$ cat src/rtl/button_conditioner.sv
// Push-button conditioner: synchronizes a raw button, debounces it on a slow
// sample tick, and emits press / release / long-press pulses.
module button_conditioner #(
    parameter int SAMPLE_DIV     = 500_000,
    parameter int STABLE_SAMPLES = 4,
    parameter int HOLD_SAMPLES   = 500
) (
    input  logic       clk,
    input  logic       rst,
    input  logic       pb,
    output logic       level,
    output logic       press_pulse,
    output logic       release_pulse,
    output logic       long_pulse,
    output logic [1:0] state_dbg
);

    localparam int DIV_W  = $clog2(SAMPLE_DIV);
    localparam int MIS_W  = $clog2(STABLE_SAMPLES + 1);
    localparam int HOLD_W = $clog2(HOLD_SAMPLES + 1);

    localparam logic [DIV_W-1:0]  DIV_LAST  = DIV_W'(SAMPLE_DIV - 1);
    localparam logic [MIS_W-1:0]  MIS_LAST  = MIS_W'(STABLE_SAMPLES - 1);
    localparam logic [HOLD_W-1:0] HOLD_LAST = HOLD_W'(HOLD_SAMPLES - 1);

    typedef enum logic [1:0] {
        RELEASED = 2'd0,
        PRESSED  = 2'd1,
        HELD     = 2'd2
    } state_t;

    logic              sync0, sync1;
    logic [DIV_W-1:0]  div_cnt;
    logic [MIS_W-1:0]  mis_cnt;
    logic [HOLD_W-1:0] hold_cnt, hold_nxt;
    state_t            state, state_nxt;
    logic              tick, qualify, rise, fall, long_d;

    assign tick      = (div_cnt == DIV_LAST);
    assign qualify   = tick && (sync1 != level) && (mis_cnt == MIS_LAST);
    assign rise      = qualify && !level;
    assign fall      = qualify && level;
    assign state_dbg = state;

    always_ff @(posedge clk or posedge rst) begin
        if (rst) begin
            sync0         <= 1'b0;
            sync1         <= 1'b0;
            div_cnt       <= '0;
            mis_cnt       <= '0;
            level         <= 1'b0;
            press_pulse   <= 1'b0;
            release_pulse <= 1'b0;
            long_pulse    <= 1'b0;
            hold_cnt      <= '0;
            state         <= RELEASED;
        end else begin
            sync0 <= pb;
            sync1 <= sync0;
            div_cnt <= tick ? '0 : div_cnt + 1'b1;
            // Any agreeing sample restarts qualification, so bounce never accumulates.
            if (tick) begin
                if (sync1 == level) begin
                    mis_cnt <= '0;
                end else if (qualify) begin
                    mis_cnt <= '0;
                    level   <= ~level;
                end else begin
                    mis_cnt <= mis_cnt + 1'b1;
                end
            end
            press_pulse   <= rise;
            release_pulse <= fall;
            long_pulse    <= long_d;
            hold_cnt      <= hold_nxt;
            state         <= state_nxt;
        end
    end

    // Release is tested before the hold limit so a coinciding release wins.
    always_comb begin
        state_nxt = state;
        hold_nxt  = hold_cnt;
        long_d    = 1'b0;
        case (state)
            RELEASED: begin
                if (rise) begin
                    state_nxt = PRESSED;
                    hold_nxt  = '0;
                end
            end
            PRESSED: begin
                if (fall) begin
                    state_nxt = RELEASED;
                end else if (tick) begin
                    if (hold_cnt == HOLD_LAST) begin
                        state_nxt = HELD;
                        long_d    = 1'b1;
                    end else begin
                        hold_nxt = hold_cnt + 1'b1;
                    end
                end
            end
            HELD: begin
                if (fall) state_nxt = RELEASED;
            end
            default: state_nxt = RELEASED;
        endcase
    end

endmodule

$ cat config.mk
export PLATFORM = sky130hd
export DESIGN_NAME = button_conditioner
export DESIGN_NICKNAME = d
export VERILOG_FILES = /design/src/rtl/button_conditioner.sv
export SDC_FILE = /design/constraint.sdc
export NUM_CORES = 1
export LEC_CHECK = 0
export ABC_CLOCK_PERIOD_IN_PS = 2100
export CORE_ASPECT_RATIO = 1.75
export CORE_MARGIN = 5
export CORE_UTILIZATION = 50
export DETAILED_ROUTE_END_ITERATION = 10
export HOLD_SLACK_MARGIN = 0.02
export MAX_ROUTING_LAYER = met4
export PLACE_DENSITY_LB_ADDON = 0.15
export SLEW_MARGIN = 40
export SYNTH_ARGS = -nofsm -noshare
export SYNTH_HDL_FRONTEND = slang
export SYNTH_SLANG_ARGS = --single-unit
$ cat constraint.sdc
create_clock -name clk -period 2.1 [get_ports clk]
set_input_delay 0.42 -clock clk [delete_from_list [all_inputs] [get_ports clk]]
set_output_delay 0.42 -clock clk [all_outputs]
set_load 0.005 [all_outputs]
# [Word level (Yosys, flattened, before mapping)]
# Index checks and enable logic that the tools add are counted.
[totals] regBits=39 wordCells=57
[op_classes] n_addsub=3 n_eq_ne=14 mux=18 bitwise_logic=2 n_reduce_logical=10
[op_table] cell="$mux 9" n=4
[op_table] cell="$add 19x1->19 const B" n=1
[op_table] cell="$eq 19x19->1 const B" n=1
[op_table] cell="$mux 19" n=1
[op_table] cell="$pmux 9 s2" n=1
[op_table] cell="$mux 2" n=5
[op_table] cell="$ne 2x2->1 const B" n=5
[op_table] cell="$add 9x1->9 const B" n=1
[op_table] cell="$eq 9x9->1 const B" n=1
[op_table] cell="$mux 3" n=2
[op_table] cell="$ne 3x3->1 const B" n=2
[op_table] cell="$pmux 2 s3" n=1
[op_table] cell="$reduce_and 5->1" n=1
[op_table] cell="$logic_and 1x1->1" n=4
[op_table] cell="$mux 1" n=4
[op_table] cell="$reduce_and 4->1" n=1
[op_table] cell="$add 3x1->3 const B" n=1
[op_table] cell="$eq 3x2->1 const B" n=1
[op_table] cell="$reduce_and 3->1" n=1
[op_table] cell="$eq 2x1->1 const B" n=1
[op_table] cell="$eq 2x2->1 const B" n=1
[op_table] cell="$logic_not 2->1" n=1
[op_table] cell="$not 1->1" n=2
[op_table] cell="$reduce_bool 2->1" n=1
[op_table] cell="other kinds (3)" n=3

# [Logic depth before layout (Yosys ltp)]
[depth] depth_word=6 mapped_depth=8 mapped_depth_nobuf=6

# [Worst setup path before layout]
# OpenSTA, ideal clock, no wires.
[synth_timing] kind="reg2reg" from="reg hold_cnt[0]" to="reg hold_cnt[4]" setup_ns=0.095 arrival_ns=2.064 t_required_ns=2.005 slack_ns=-0.059 path_stages_with_launch=9 path_buffers=2 path_cell_list="dfrtp_1 -> ha_1 -> or2b_2 -> nor4_1 -> a211o_1 -> buf_6 -> or4_4 -> buf_6 -> o31ai_1"
[synth_between] elab_chain_len=5
[synth_lines] item="start, declared" line_no="35" source="logic [HOLD_W-1:0] hold_cnt, hold_nxt;"
[synth_lines] item="start signal, assigned" line_no="75" source="hold_cnt <= hold_nxt;"
[synth_lines] item="$add 9x1->9" line_no="100" source="hold_nxt = hold_cnt + 1'b1;"
[synth_lines] item="$mux 9" line_no="96" source="if (hold_cnt == HOLD_LAST) begin"
[synth_lines] item="$mux 9" line_no="95" source="end else if (tick) begin"
[synth_lines] item="$mux 9" line_no="93" source="if (fall) begin"
[synth_lines] item="$pmux 9 s2" line_no="85" source="case (state)"
# Parallel ways exist; a longest one is shown, timed or not. The select of a mux whose other input is x is not followed.
# A chain may end at the register's enable or synchronous reset.

# [Worst setup path after layout]
[layout_timing] from="reg hold_cnt[1]" to="reg hold_cnt[4]"
# Same word-level chain as after synthesis.

==> results.env <==
RUN_STATUS='completed'
INITIAL_CELL_DENSITY_OF_THE_CORE_PCT=52.2
CRITPATHMOSTFREQUENTCELL='sky130_fd_sc_hd__buf_4'
CLK_SINK_COUNT=39
VIAS_PER_STD_CELL=5.63
CTS_MAX_PATH_BUFFERS=2
BOUNDARYPINS=9
CRITICAL_PATH.STARTPOINT='hold_cnt[1]$_DFFE_PP0P_'
FIN_WORST_HOLD_SLACK_NS=0.350
PLACE_INST=255
VIAS=1481
CAP_VIOL_MAX_COUNT=0
TOTAL_COUNT_OF_MAX_TRANSITION_VIOLATIONS_IN_THE_FINAL_REPORT=0
WORST_PATH_MAX_DELAY_CELL='sky130_fd_sc_hd__dfrtp_1'
NUM_ANTENNA_CELLS=0
TOP_USAGE_LAYER='met2'
PATH_MAX_FANOUT=7
DETAIL_ROUTE.DRC_VIOLATIONS=0
CTSHTREEMAXLEVEL=2
TIGHTEST_SLEW_NS=0.525
POST-CTS-SETUP-BUFFERS=0
CRIT_PATH_END='hold_cnt[4]$_DFFE_PP0P_'
FIRST_GLOBAL_VIAS=1565
SKEW_NS=0.00973
CRIT_TYPE='reg2reg'
WIRE_LENGTH_OF_THE_FIRST_GLOBAL_ROUTING_PASS_UM=6610
POST_ROUTE_CELLS_DRIVE_ABOVE_1_SHARE_PCT=21.2
GRT_SETUP_UNREPAIRED='true'
NET_COUNT_AFTER_SYNTHESIS=191
NETLIST_INSTANCES=185
DRT_PRE_ANTENNA_ITERS=4
GRT_MAX_DEGREE=40
MOSTFREQUENTLAYOUTCELL='sky130_fd_sc_hd__dfrtp_1'
PLACEMENT_ROWS=29
HOLD_PATH.CLASS='reg2reg'
CLK_ROOT_BUFFER_CELL='sky130_fd_sc_hd__clkbuf_8'
FINALNONFILLERCELLS=263
R2R-END='hold_cnt[4]$_DFFE_PP0P_'
LAYOUT.CELLS.MOST_COMMON_LIST='sky130_fd_sc_hd__dfrtp_1 (39), sky130_fd_sc_hd__nor2_1 (27), sky130_fd_sc_hd__buf_4 (22), sky130_fd_sc_hd__nand2_1 (12), sky130_fd_sc_hd__nand3_1 (11)'
FINALHOLDVIOLATIONS=0
SYN_AVG_CELL_AREA_UM2=10.3
GRT_USAGE_PCT=16.6
POST_DRT_WL_PER_CELL_UM=14.6
CTS.HOLD.BUFFERS_ADDED=0
DIE_HEIGHT_UM=91.8
YOSYS_WARNINGS=0
SYNTH.AREA.TOP_CELLS='sky130_fd_sc_hd__dfrtp_1 (51%), sky130_fd_sc_hd__nor2_1 (5.3%), sky130_fd_sc_hd__xor2_1 (4.6%)'
PLACE_HPWL_UM=2790
R2R.WORST_PATH.CELLS=8
LARGEST_STAGE_DELAY_ON_THE_CRITICAL_PATH_NS=0.39
TOTAL_ROUTED_WIRELENGTH_UM=3840
USE_MET2_PCT=30.7
PORTBUFFERS=8
TIMING.CRITICAL_PATH.FROM_TYPE='flop'
SYNTH.CELL_AREA_UM2=1910
LAYOUT_WORST_PATH_CYCLE_SHARE_PCT=96.7
N_FILL_CELL=297
MET1_USAGE_PCT=15.1
CTS_TREE='done'
SYNTH_LARGEST_TYPE_AREA_FRACTION_PCT=51.0
FMAXACHIEVABLE_GHz=0.492
REG2REG_FROM='hold_cnt[1]$_DFFE_PP0P_'
GLOBALROUTE.TOTALOVERFLOW=0
WORST-ENDPOINT-REQUIRED_NS=2.26
TIMING.REG2REG.SETUP_SLACK_NS=0.07
NNETSFINAL=222
SYNTH.FF_LATCH_COUNT=39
DESIGN.DIE.AREA_UM2=5210
IR_WORST_VDD_mV=0.625
GPL.FINAL_WEIGHTED_CONGESTION=0.840
WORSTPATHARRIVAL_NS=2.19
POWER_PER_CELL_AREA_nW_PER_UM2=545
CLK-INSERTION-DELAY-LATE_NS=0.29
LEAKAGE_uW=0.00106
FIN_CRIT_NS=2.03
AREA_GROWTH_SYN_TO_LAYOUT_PCT=20.5
SYNTH-SEQ-AREA-SHARE_PCT=51.0
POST-SYNTH-TOP-AREA-CELL='sky130_fd_sc_hd__dfrtp_1'
DESIGN.CORE.AREA_UM2=3660
GRT_ANTENNA_BEFORE_REPAIR=0
CHIPWIDTH_UM=56.8
ROUTING_USAGE_ON_MET3_PCT=3.93
ANTENNA_LEFT=0
FIRST_ITER_VIOLATIONS=42
SETUP_VIOL=0
CP-END-KIND='flop'
CLK_PIN_SLEW_NS=0.07
TIMING.SLEW.HEADROOM_PCT=64.8
CTS_INSERTED_BUFFERS=5
SYNTH_CELL_TYPE_COUNT=41
CHAIN_OF_CELLS_FORMING_THE_CRITICAL_PATH='ha_2, or2b_2, nor4_1, buf_4, a211o_1, buf_4, o41ai_1, o31ai_2'
## cells in the mapped netlist
master,number
sky130_fd_sc_hd__ha_1,3
sky130_fd_sc_hd__buf_6,5
sky130_fd_sc_hd__o21ai_0,4
sky130_fd_sc_hd__or2b_2,1
sky130_fd_sc_hd__a21oi_1,2
sky130_fd_sc_hd__nor4b_1,1
sky130_fd_sc_hd__and3b_2,1
sky130_fd_sc_hd__nor4b_2,1
sky130_fd_sc_hd__o31ai_1,3
sky130_fd_sc_hd__a211o_1,1
sky130_fd_sc_hd__nand4_1,6
sky130_fd_sc_hd__or4_4,1
sky130_fd_sc_hd__xnor2_1,7
sky130_fd_sc_hd__o21a_1,1
sky130_fd_sc_hd__mux2_2,1
sky130_fd_sc_hd__clkbuf_1,1
sky130_fd_sc_hd__mux2i_1,3
sky130_fd_sc_hd__nor4_1,3
sky130_fd_sc_hd__nor3b_1,1
sky130_fd_sc_hd__dfrtp_1,39
sky130_fd_sc_hd__nor3_1,4
sky130_fd_sc_hd__o22ai_1,1
sky130_fd_sc_hd__nand2_1,12
sky130_fd_sc_hd__o21ai_1,2
sky130_fd_sc_hd__nand4b_1,2
sky130_fd_sc_hd__and4_1,1
sky130_fd_sc_hd__xor2_1,10
sky130_fd_sc_hd__or4_1,1
sky130_fd_sc_hd__or2_2,2
sky130_fd_sc_hd__nor2_1,27
sky130_fd_sc_hd__o41ai_1,7
sky130_fd_sc_hd__and3_1,5
sky130_fd_sc_hd__inv_1,5
sky130_fd_sc_hd__a21o_1,1
sky130_fd_sc_hd__nor2b_1,1
sky130_fd_sc_hd__and3_2,1
sky130_fd_sc_hd__nand2b_1,3
sky130_fd_sc_hd__a31oi_1,2
sky130_fd_sc_hd__and2b_2,1
sky130_fd_sc_hd__nand3_1,11
sky130_fd_sc_hd__and2_1,1
## per-stage QoR
step	util (%)	setup TNS, ns	total power, µW	worst slack (ns)	cell area, µm²
global route	62.9	-0.111	1320	-0.0283	2300
global placement	58.9	0	791	0.0594	2160
finish	62.9	0	1260	0.0693	2300
detailed placement	58.9	-0.0232	792	-0.0106	2160
floorplan	-	0	782	0.0214	1920
CTS	61.3	0	1280	0.00610	2250
## state kept, by name (all words and copies together) (netlist names)
register       flops
div_cnt           19
hold_cnt           9
level              1
long_pulse         1
mis_cnt            3
press_pulse        1
release_pulse      1
state_dbg          2
sync0              1
sync1              1
## worst min-delay path by stage
stage / cells after the start / slack, ns / from / end
detailed placement: 0 / 0.33 / sync0$_DFF_PP0_ / sync1$_DFF_PP0_
global route: 0 / 0.36 / sync0$_DFF_PP0_ / sync1$_DFF_PP0_
finish: 0 / 0.35 / sync0$_DFF_PP0_ / sync1$_DFF_PP0_
floorplan: 0 / 0.33 / sync0$_DFF_PP0_ / sync1$_DFF_PP0_
global placement: 0 / 0.33 / sync0$_DFF_PP0_ / sync1$_DFF_PP0_
CTS: 0 / 0.35 / sync0$_DFF_PP0_ / sync1$_DFF_PP0_
## report_power, final
part           internal, µW  leakage (µW)  switching [µW]
registers               753      0.000526            1.30
logic                  6.01      0.000489            16.1
clock network           233     0.0000422             247
## what timing repair did
item | in CTS | in global routing
setup endpoints to repair | 4 | 10
resized for setup | 1 | 12
pin swaps | 0 | 6
## cell type report
type | count | area [µm²] | share of cell area (%)
multi-input cells | 135 | 926 | 40.2
clock buffers | 7 | 76.3 | 3.31
well taps | 46 | 57.6 | 2.50
repair buffers | 30 | 245 | 10.6
inverters | 5 | 18.8 | 0.814
flip-flops and latches | 39 | 976 | 42.3
clock inverters | 1 | 5.00 | 0.217
## critical path: cells and delay by family, from the launching register on
family | cells | cell delay [ns]
adders and majority gates | 1 | 0.19
buffers and inverters | 2 | 0.33
and+or+nand+nor | 2 | 0.21
DFF | 1 | 0.39
AOI/OAI and AO/OA | 3 | 0.78
## logic make-up after synthesis
kind of cell | share of synthesized area, %
buf+inv | 4.12
compound gates | 8.70
flops | 51.0
mux | 2.16
fa+ha+maj | 1.96
simple gates | 24.3
xor+xnor | 7.78
## layer usage
| metal | up-vias | routed length (µm) | part of all wire (%) |
|---|---|---|---|
| li1 | 721 | - | - |
| met1 | 733 | 1480 | 38 |
| met2 | 18 | 2170 | 57 |
| met4 | 0 | 105 | 2.7 |
| met5 | - | 0 | 0 |
| met3 | 9 | 84 | 2.2 |
Power figures use the tool's default switching activity.
